--- config.mk ---
export PLATFORM = sky130hd
export DESIGN_NAME = enemy_hit_tracker
export DESIGN_NICKNAME = d
export VERILOG_FILES = /design/src/rtl/enemy_hit_tracker.sv
export SDC_FILE = /design/constraint.sdc
export NUM_CORES = 1
export LEC_CHECK = 0
export ABC_AREA = 1
export BUFFER_PORTS_ARGS = -buffer_cell sky130_fd_sc_hd__buf_2
export CAP_MARGIN = 20
export CORE_MARGIN = 3
export CORE_UTILIZATION = 54
export CTS_BUF_LIST = sky130_fd_sc_hd__clkbuf_4 sky130_fd_sc_hd__clkbuf_8
export CTS_CLUSTER_SIZE = 16
export DETAILED_ROUTE_END_ITERATION = 10
export PLACE_DENSITY = 0.8
export REMOVE_ABC_BUFFERS = 1
export SETUP_SLACK_MARGIN = 0.3
export SYNTH_ARGS = -nofsm -noshare
export SYNTH_HDL_FRONTEND = slang
export SYNTH_SLANG_ARGS = --single-unit
--- constraint.sdc ---
create_clock -name frame_clk -period 1.4 [get_ports frame_clk]
set_input_delay 0.14 -clock frame_clk [delete_from_list [all_inputs] [get_ports frame_clk]]
set_output_delay 0.14 -clock frame_clk [all_outputs]
set_load 0.01 [all_outputs]
--- src/rtl/enemy_hit_tracker.sv ---
// enemy_hit_tracker: per-frame player/enemy collision detection with a lives
// counter, post-hit invulnerability window (with blink), and game-over latch.
module enemy_hit_tracker #(
  parameter int LIVES_INIT    = 3,   // 1..7
  parameter int INVULN_FRAMES = 60,  // 1..255
  parameter int BLINK_BIT     = 3    // 0..7
) (
  input  logic       frame_clk,
  input  logic       Reset,
  input  logic [9:0] ball_X,
  input  logic [9:0] ball_Y,
  input  logic [9:0] ball_S,
  input  logic [9:0] enemy_X,
  input  logic [9:0] enemy_Y,
  input  logic [9:0] enemy_S,
  input  logic       restart,
  output logic [2:0] lives,
  output logic       hit_pulse,
  output logic       invuln,
  output logic       flash,
  output logic       game_over
);

  typedef enum logic [1:0] {PLAY, INVULN, DEAD} state_t;

  state_t      state_q;
  logic [2:0]  lives_q;
  logic [7:0]  inv_cnt_q;
  logic        hit_q;

  logic [10:0] bx, by, bs, ex, ey, es;
  logic [10:0] dx, dy, lim;
  logic        overlap;

  // Bounding-box overlap in 11 bits so neither |diff| nor the size sum can wrap
  always_comb begin
    bx      = {1'b0, ball_X};
    by      = {1'b0, ball_Y};
    bs      = {1'b0, ball_S};
    ex      = {1'b0, enemy_X};
    ey      = {1'b0, enemy_Y};
    es      = {1'b0, enemy_S};
    dx      = (bx >= ex) ? (bx - ex) : (ex - bx);
    dy      = (by >= ey) ? (by - ey) : (ey - by);
    lim     = bs + es;
    // Touching edges (distance == lim) is deliberately not a hit
    overlap = (dx < lim) && (dy < lim);
  end

  // Game FSM: hits only count in PLAY; INVULN runs exactly INVULN_FRAMES frames
  always_ff @(posedge frame_clk or posedge Reset) begin
    if (Reset) begin
      state_q   <= PLAY;
      lives_q   <= 3'(LIVES_INIT);
      inv_cnt_q <= '0;
      hit_q     <= 1'b0;
    end else begin
      hit_q <= 1'b0;
      case (state_q)
        PLAY: begin
          if (overlap) begin
            hit_q <= 1'b1;
            if (lives_q > 3'd1) begin
              lives_q   <= lives_q - 3'd1;
              inv_cnt_q <= 8'(INVULN_FRAMES - 1);
              state_q   <= INVULN;
            end else begin
              lives_q <= '0;
              state_q <= DEAD;
            end
          end
        end
        INVULN: begin
          if (inv_cnt_q == '0) state_q <= PLAY;
          else                 inv_cnt_q <= inv_cnt_q - 8'd1;
        end
        DEAD: begin
          if (restart) begin
            lives_q <= 3'(LIVES_INIT);
            state_q <= PLAY;
          end
        end
        default: state_q <= PLAY;
      endcase
    end
  end

  // Outputs are straight decodes of registered state
  assign lives     = lives_q;
  assign hit_pulse = hit_q;
  assign invuln    = (state_q == INVULN);
  assign flash     = (state_q == INVULN) && inv_cnt_q[BLINK_BIT];
  assign game_over = (state_q == DEAD);

endmodule

==> results of run 1 <==
## metal layers
metal,track usage [%],GRT overflow
met3,52.13,0
met2,88.06,22
met1,65.15,0
met5,9.615,0
met4,73.38,12
## cells by family after synthesis
| logic type | synth area share [%] |
|---|---|
| buffers and inverters | 12.74 |
| AO/OA/AOI/OAI | 12.56 |
| AND/OR/NAND/NOR | 35.57 |
| XOR/XNOR | 5.547 |
| adder cells (fa/ha/maj) | 24.99 |
| flip-flops | 8.595 |
## synthesized netlist by cell type (2+ instances only)
master / number
inv_2: 3
or2_2: 4
nor2_1: 48
o21bai_1: 3
nor2_2: 2
fa_1: 5
inv_1: 125
nand4_1: 15
nand2_2: 3
a211oi_1: 3
buf_4: 3
xor2_1: 22
o21ai_1: 5
a21o_1: 6
o21a_1: 2
nand2_1: 213
dfstp_2: 2
o21ai_2: 4
nor3_1: 3
nand3_1: 42
nor2_4: 2
nand3_2: 3
a21oi_1: 48
ha_1: 74
o21ai_0: 13
dfrtp_1: 12
xnor2_1: 4
## metrics by stage
stage / TNS (ns) / cells / instance area (µm²)
after detailed placement: -21.74 / 956 / 5373
after CTS: -14.62 / 988 / 6507
after global placement: -20.22 / 956 / 5373
after floorplan: -16.86 / 676 / 4063
## timing repair
item / 4_1_cts
hold endpoints to repair: 12
resized for setup: 193
endpoints found under the setup margin: 18
cloned: 1
pin swaps: 91
buffers inserted: 26
hold buffers: 1
==> out/results.md, run 1 <==
CTS
- CTS sink cnt: 14
- clock root buffer: clkbuf_8
- clock tree buffer depth: 2
- CTS HTree Levels: 1
- TritonCTS buffer count: 3

GRT
- largest net degree at the start of global routing: 15
- GRT Residual Overflow: 34
- global routing usage summed across all routing layers: 68.55%

Synthesis
- post-synthesis sequential element count: 14
- count of unique library cells instantiated by Yosys: 39
- Seq/Total Area, Yosys: 8.595%
- largest cells by area after synthesis: ha_1 (23%), nand2_1 (19%), inv_1 (11%)
- Synth Flop Type: dfrtp_1
- proportion of synthesized flip-flops having asynchronous set or reset: 100.0%
- post-synthesis cell area: 0.004105 mm²
- EDFF count, synth: 0
- Cells after Synth: 681
- share of the synthesized area in the top cell type: 22.55%
- Yosys warnings: 0
- post-synthesis cell type with the largest combined area: ha_1
- average footprint of a synthesized cell: 6.028 µm²

STA
- pin type at the end of the worst path: register input
- critical endpoint after global-route timing repair: inv_cnt_q[6]$_DFFE_PP0P_/D

Outcome
- status: stopped before the end
- Tool Error: [ERROR GRT-0232] Routing congestion too high. Check the congestion heatmap in the GUI.
- stage at which the flow ended: global routing (5_1_grt)

Floorplan
- DIE WIDTH: 93.19 µm
- number of core rows: 31
- y dimension of the die: 93.19 µm
- Initial Utilization: 56.00%
- total I/O pin count: 70

Place
- Detailed Place HPWL: 10190 µm
- worst slack, placed: -1.601 ns
- RD Place Congestion: 0.9863
- number of I/O port buffers: 69

==> inputs of run 2 (changes only) <==
==> config.mk (replaced) <==
export PLATFORM = sky130hd
export DESIGN_NAME = enemy_hit_tracker
export DESIGN_NICKNAME = d
export VERILOG_FILES = /design/src/rtl/enemy_hit_tracker.sv
export SDC_FILE = /design/constraint.sdc
export NUM_CORES = 1
export LEC_CHECK = 0
export ABC_AREA = 1
export BUFFER_PORTS_ARGS = -buffer_cell sky130_fd_sc_hd__buf_2
export CAP_MARGIN = 20
export CORE_MARGIN = 3
export CORE_UTILIZATION = 40
export DETAILED_ROUTE_END_ITERATION = 10
export PLACE_DENSITY_LB_ADDON = 0.15
export REMOVE_ABC_BUFFERS = 1
export SYNTH_ARGS = -nofsm -noshare
export SYNTH_HDL_FRONTEND = slang
export SYNTH_SLANG_ARGS = --single-unit
==> constraint.sdc (replaced) <==
create_clock -name frame_clk -period 1.82 [get_ports frame_clk]
set_input_delay 0.182 -clock frame_clk [delete_from_list [all_inputs] [get_ports frame_clk]]
set_output_delay 0.182 -clock frame_clk [all_outputs]
set_load 0.01 [all_outputs]
==> run 2 against run 1 <==
- the flow now finishes, with violations (setup timing)
- synthesized area unchanged
- synthesized cell count unchanged
==> out/results.md, run 2 <==
STA
- Least-Margin Pin Slew: 0.5625 ns
- Max Clock Skew: 0.0005891 ns
- final hold viol count: 0
- post-route setup slack: -0.7601 ns
- RSZ-0062 raised after global routing: true
- worst slew slack as a fraction of its limit: 62.46%
- share of the cycle needed by the critical path after routing: 141.8%
- fmax: 387.6 MHz
- total setup violations reported at the end of the flow: 14
- max-slew violation count: 0
- Fin Hold WS: 0.1709 ns
- clock period minus final worst setup slack: 2.580 ns

Power
- total power per unit cell area: 740.3 mW/mm²
- leakage power: 3.644 nW
- Worst VDD drop: 0.0005779 V
- Design Power: 5.243 mW

GRT
- largest net degree at the start of global routing: 15
- antenna violations before repair: 0
- wire length of the first global-routing pass: 22070 µm
- global routing usage summed across all routing layers: 22.61%
- via count of the first global-routing pass: 5354
- GRT Residual Overflow: 0

Place
- RD Place Congestion: 0.8857, -10%
- worst slack, placed: -1.271 ns, +0.3304 ns
- number of I/O port buffers: 69, unchanged
- Detailed Place HPWL: 9628 µm, -5.5%

Synthesis
- count of unique library cells instantiated by Yosys: 39, unchanged
- Cells after Synth: 681, unchanged
- share of the synthesized area in the top cell type: 22.55%, unchanged
- Seq/Total Area, Yosys: 8.595%, unchanged
- Yosys warnings: 0, unchanged
- post-synthesis sequential element count: 14, unchanged
- average footprint of a synthesized cell: 6.028 µm², unchanged
- Synth Flop Type: dfrtp_1
- post-synthesis cell type with the largest combined area: ha_1
- proportion of synthesized flip-flops having asynchronous set or reset: 100.0%, unchanged
- post-synthesis cell area: 0.004105 mm², unchanged
- EDFF count, synth: 0, unchanged
- commonest cells in the netlist: nand2_1 (213), inv_1 (125), ha_1 (74)
- largest cells by area after synthesis: ha_1 (23%), nand2_1 (19%), inv_1 (11%)
- most frequent cell after synthesis: nand2_1

CTS
- CTS sink cnt: 14, unchanged
- clock transition time at the flip-flop clock pins of the worst setup and hold paths: 0.06 ns
- CTS HTree Levels: 1, unchanged
- clock tree buffer depth: 2, unchanged
- clock root buffer: clkbuf_8
- Clock Latency Late Sink: 0.25 ns
- CTS tree: yes
- TritonCTS buffer count: 3, unchanged

Worst setup path
- Startpoint Class: primary input
- reg2reg setup slack: 0.08 ns
- CP Data Required Time: 2.01 ns
- FF-to-FF path depth: 8
- arrival time worst endpoint: 2.77 ns
- startpoint of the worst register-to-register path: lives[1]
- largest fanout on the critical path: 8
- worst setup path endpoint: inv_cnt_q[4]
- Worst Setup End Kind: flop
- kind of critical path: primary input to flop
- capture instance of the worst register-to-register path: state_q[0]
- launching element of the worst setup path: ball_X[4]

Detailed routing
- number of iterations in the first detailed-routing pass: 5
- number of design rule violations left after detail routing: 0
- ratio of routed vias to standard cells: 5.008
- violation count after the first detailed-routing iteration: 208
- Final Routed Wirelength: 13510 µm
- residual antenna-violating net count after detailed routing: 0
- Wirelength per Cell: 13.11 µm
- via count: 5158

Cells and area
- # nets final: 1040
- Top reg by flops: inv_cnt_q
- Layout fillers: 750
- Area Overhead vs Synth: 72.54%
- antenna cell count: 0
- layout cell share with drive strength beyond 1: 51.39%
- flip-flop count of the largest register, all copies and words added: 8
- most used cells in the layout excluding fill and tap cells: nand2_1 (167), buf_4 (135), inv_1 (87), buf_2 (57), ha_4 (47)
- most common cell after layout, fill and taps aside: nand2_1

Floorplan
- number of core rows: 36, +16%
- y dimension of the die: 107.3 µm, +15%
- total I/O pin count: 70, unchanged
- Initial Utilization: 41.62%, -14 points
- Die Footprint: 0.01151 mm²
- DIE WIDTH: 107.3 µm, +15%
- core region area: 0.009864 mm²

Min path
- class of the tightest hold or removal check: primary input to flop
- HP Start: restart

Outcome
- violations in the final reports: setup timing
- status: finished, violations left

Job
- number of max-capacitance violations reported: 0

run 2: cell counts after synthesis:
Identical to the previous run, type by type.
run 2: layout make-up:
class / instances / area [µm²] / share of cell area [%]
timing repair buffer: 216 / 1579 / 22.29
inverter: 128 / 500.5 / 7.066
tap: 133 / 166.4 / 2.349
multi-input combinational: 535 / 4429 / 62.53
sequential: 14 / 352.8 / 4.981
clock buffer: 4 / 55.05 / 0.7772
run 2: metrics by stage:
step	setup TNS, ns	std cells	util (%)	instance area (µm²)
floorplan	-11.57	676	-	4063
global placement	-17.06	984	54.44	5370
finish	-10.08	1030	71.80	7083
CTS	-8.534	1024	67.62	6670
global route	-12.27	1030	71.80	7083
detailed placement	-17.20	984	54.44	5370
run 2: repair_timing:
action,in CTS,in global routing
setup buffers,35,5
pin swaps,69,62
endpoints found under the hold margin,12,0
hold buffers,1,0
endpoints found under the setup margin,14,14
cloned,0,1
resized for setup,219,90
run 2: routing by layer:
metal,wire length [µm],GRT usage (%)
met3,453,1.800
met2,7222,43.97
met5,0,0
met4,318,7.215
met1,5510,25.74
run 2: critical path: stages:
cell and delay [ns]:
buf_2 0.11, inv_2 0.05, ha_4 0.31, nand2_2 0.10
nor2_4 0.11, inv_1 0.06, nor2_2 0.12, nand2_2 0.09
nand4_4 0.13, clkinv_4 0.11, buf_4 0.14, nand2_1 0.04
nand2_1 0.06, ha_1 0.28, nand2_1 0.06, inv_1 0.03
nand2_1 0.08, a21oi_2 0.06, nor2_2 0.14, nand2_2 0.08
nand2_4 0.10, buf_8 0.14, nand3_1 0.07, nand2_1 0.09
run 2: cell families (layout without fill, tap and decap cells):
family	after synthesis	count (layout)	synth area share, %
adders and majority gates	79	79	24.99
AOI/OAI and AO/OA	89	89	12.56
DFF	14	14	8.595
buffers and inverters	133	348	12.74
xor gates and xnor gates	26	26	5.547
and+or+nand+nor	340	341	35.57
run 2: report_power, final:
part	total, mW	internal (mW)	switching (mW)
Sequential	0.617	0.480	0.138
Combinational	4.31	1.91	2.40
Clock	0.318	0.192	0.126
run 2: how the worst min path moves through the flow:
stage,end,slack (ns),cells past startpoint
floorplan,hit_pulse,0.07,1
global placement,hit_pulse,0.25,2
detailed placement,state_q[1],0.26,2
CTS,state_q[1],0.17,2
global route,state_q[1],0.17,2
finish,state_q[1],0.17,2
No activity file was read; power rests on OpenSTA's default activity.
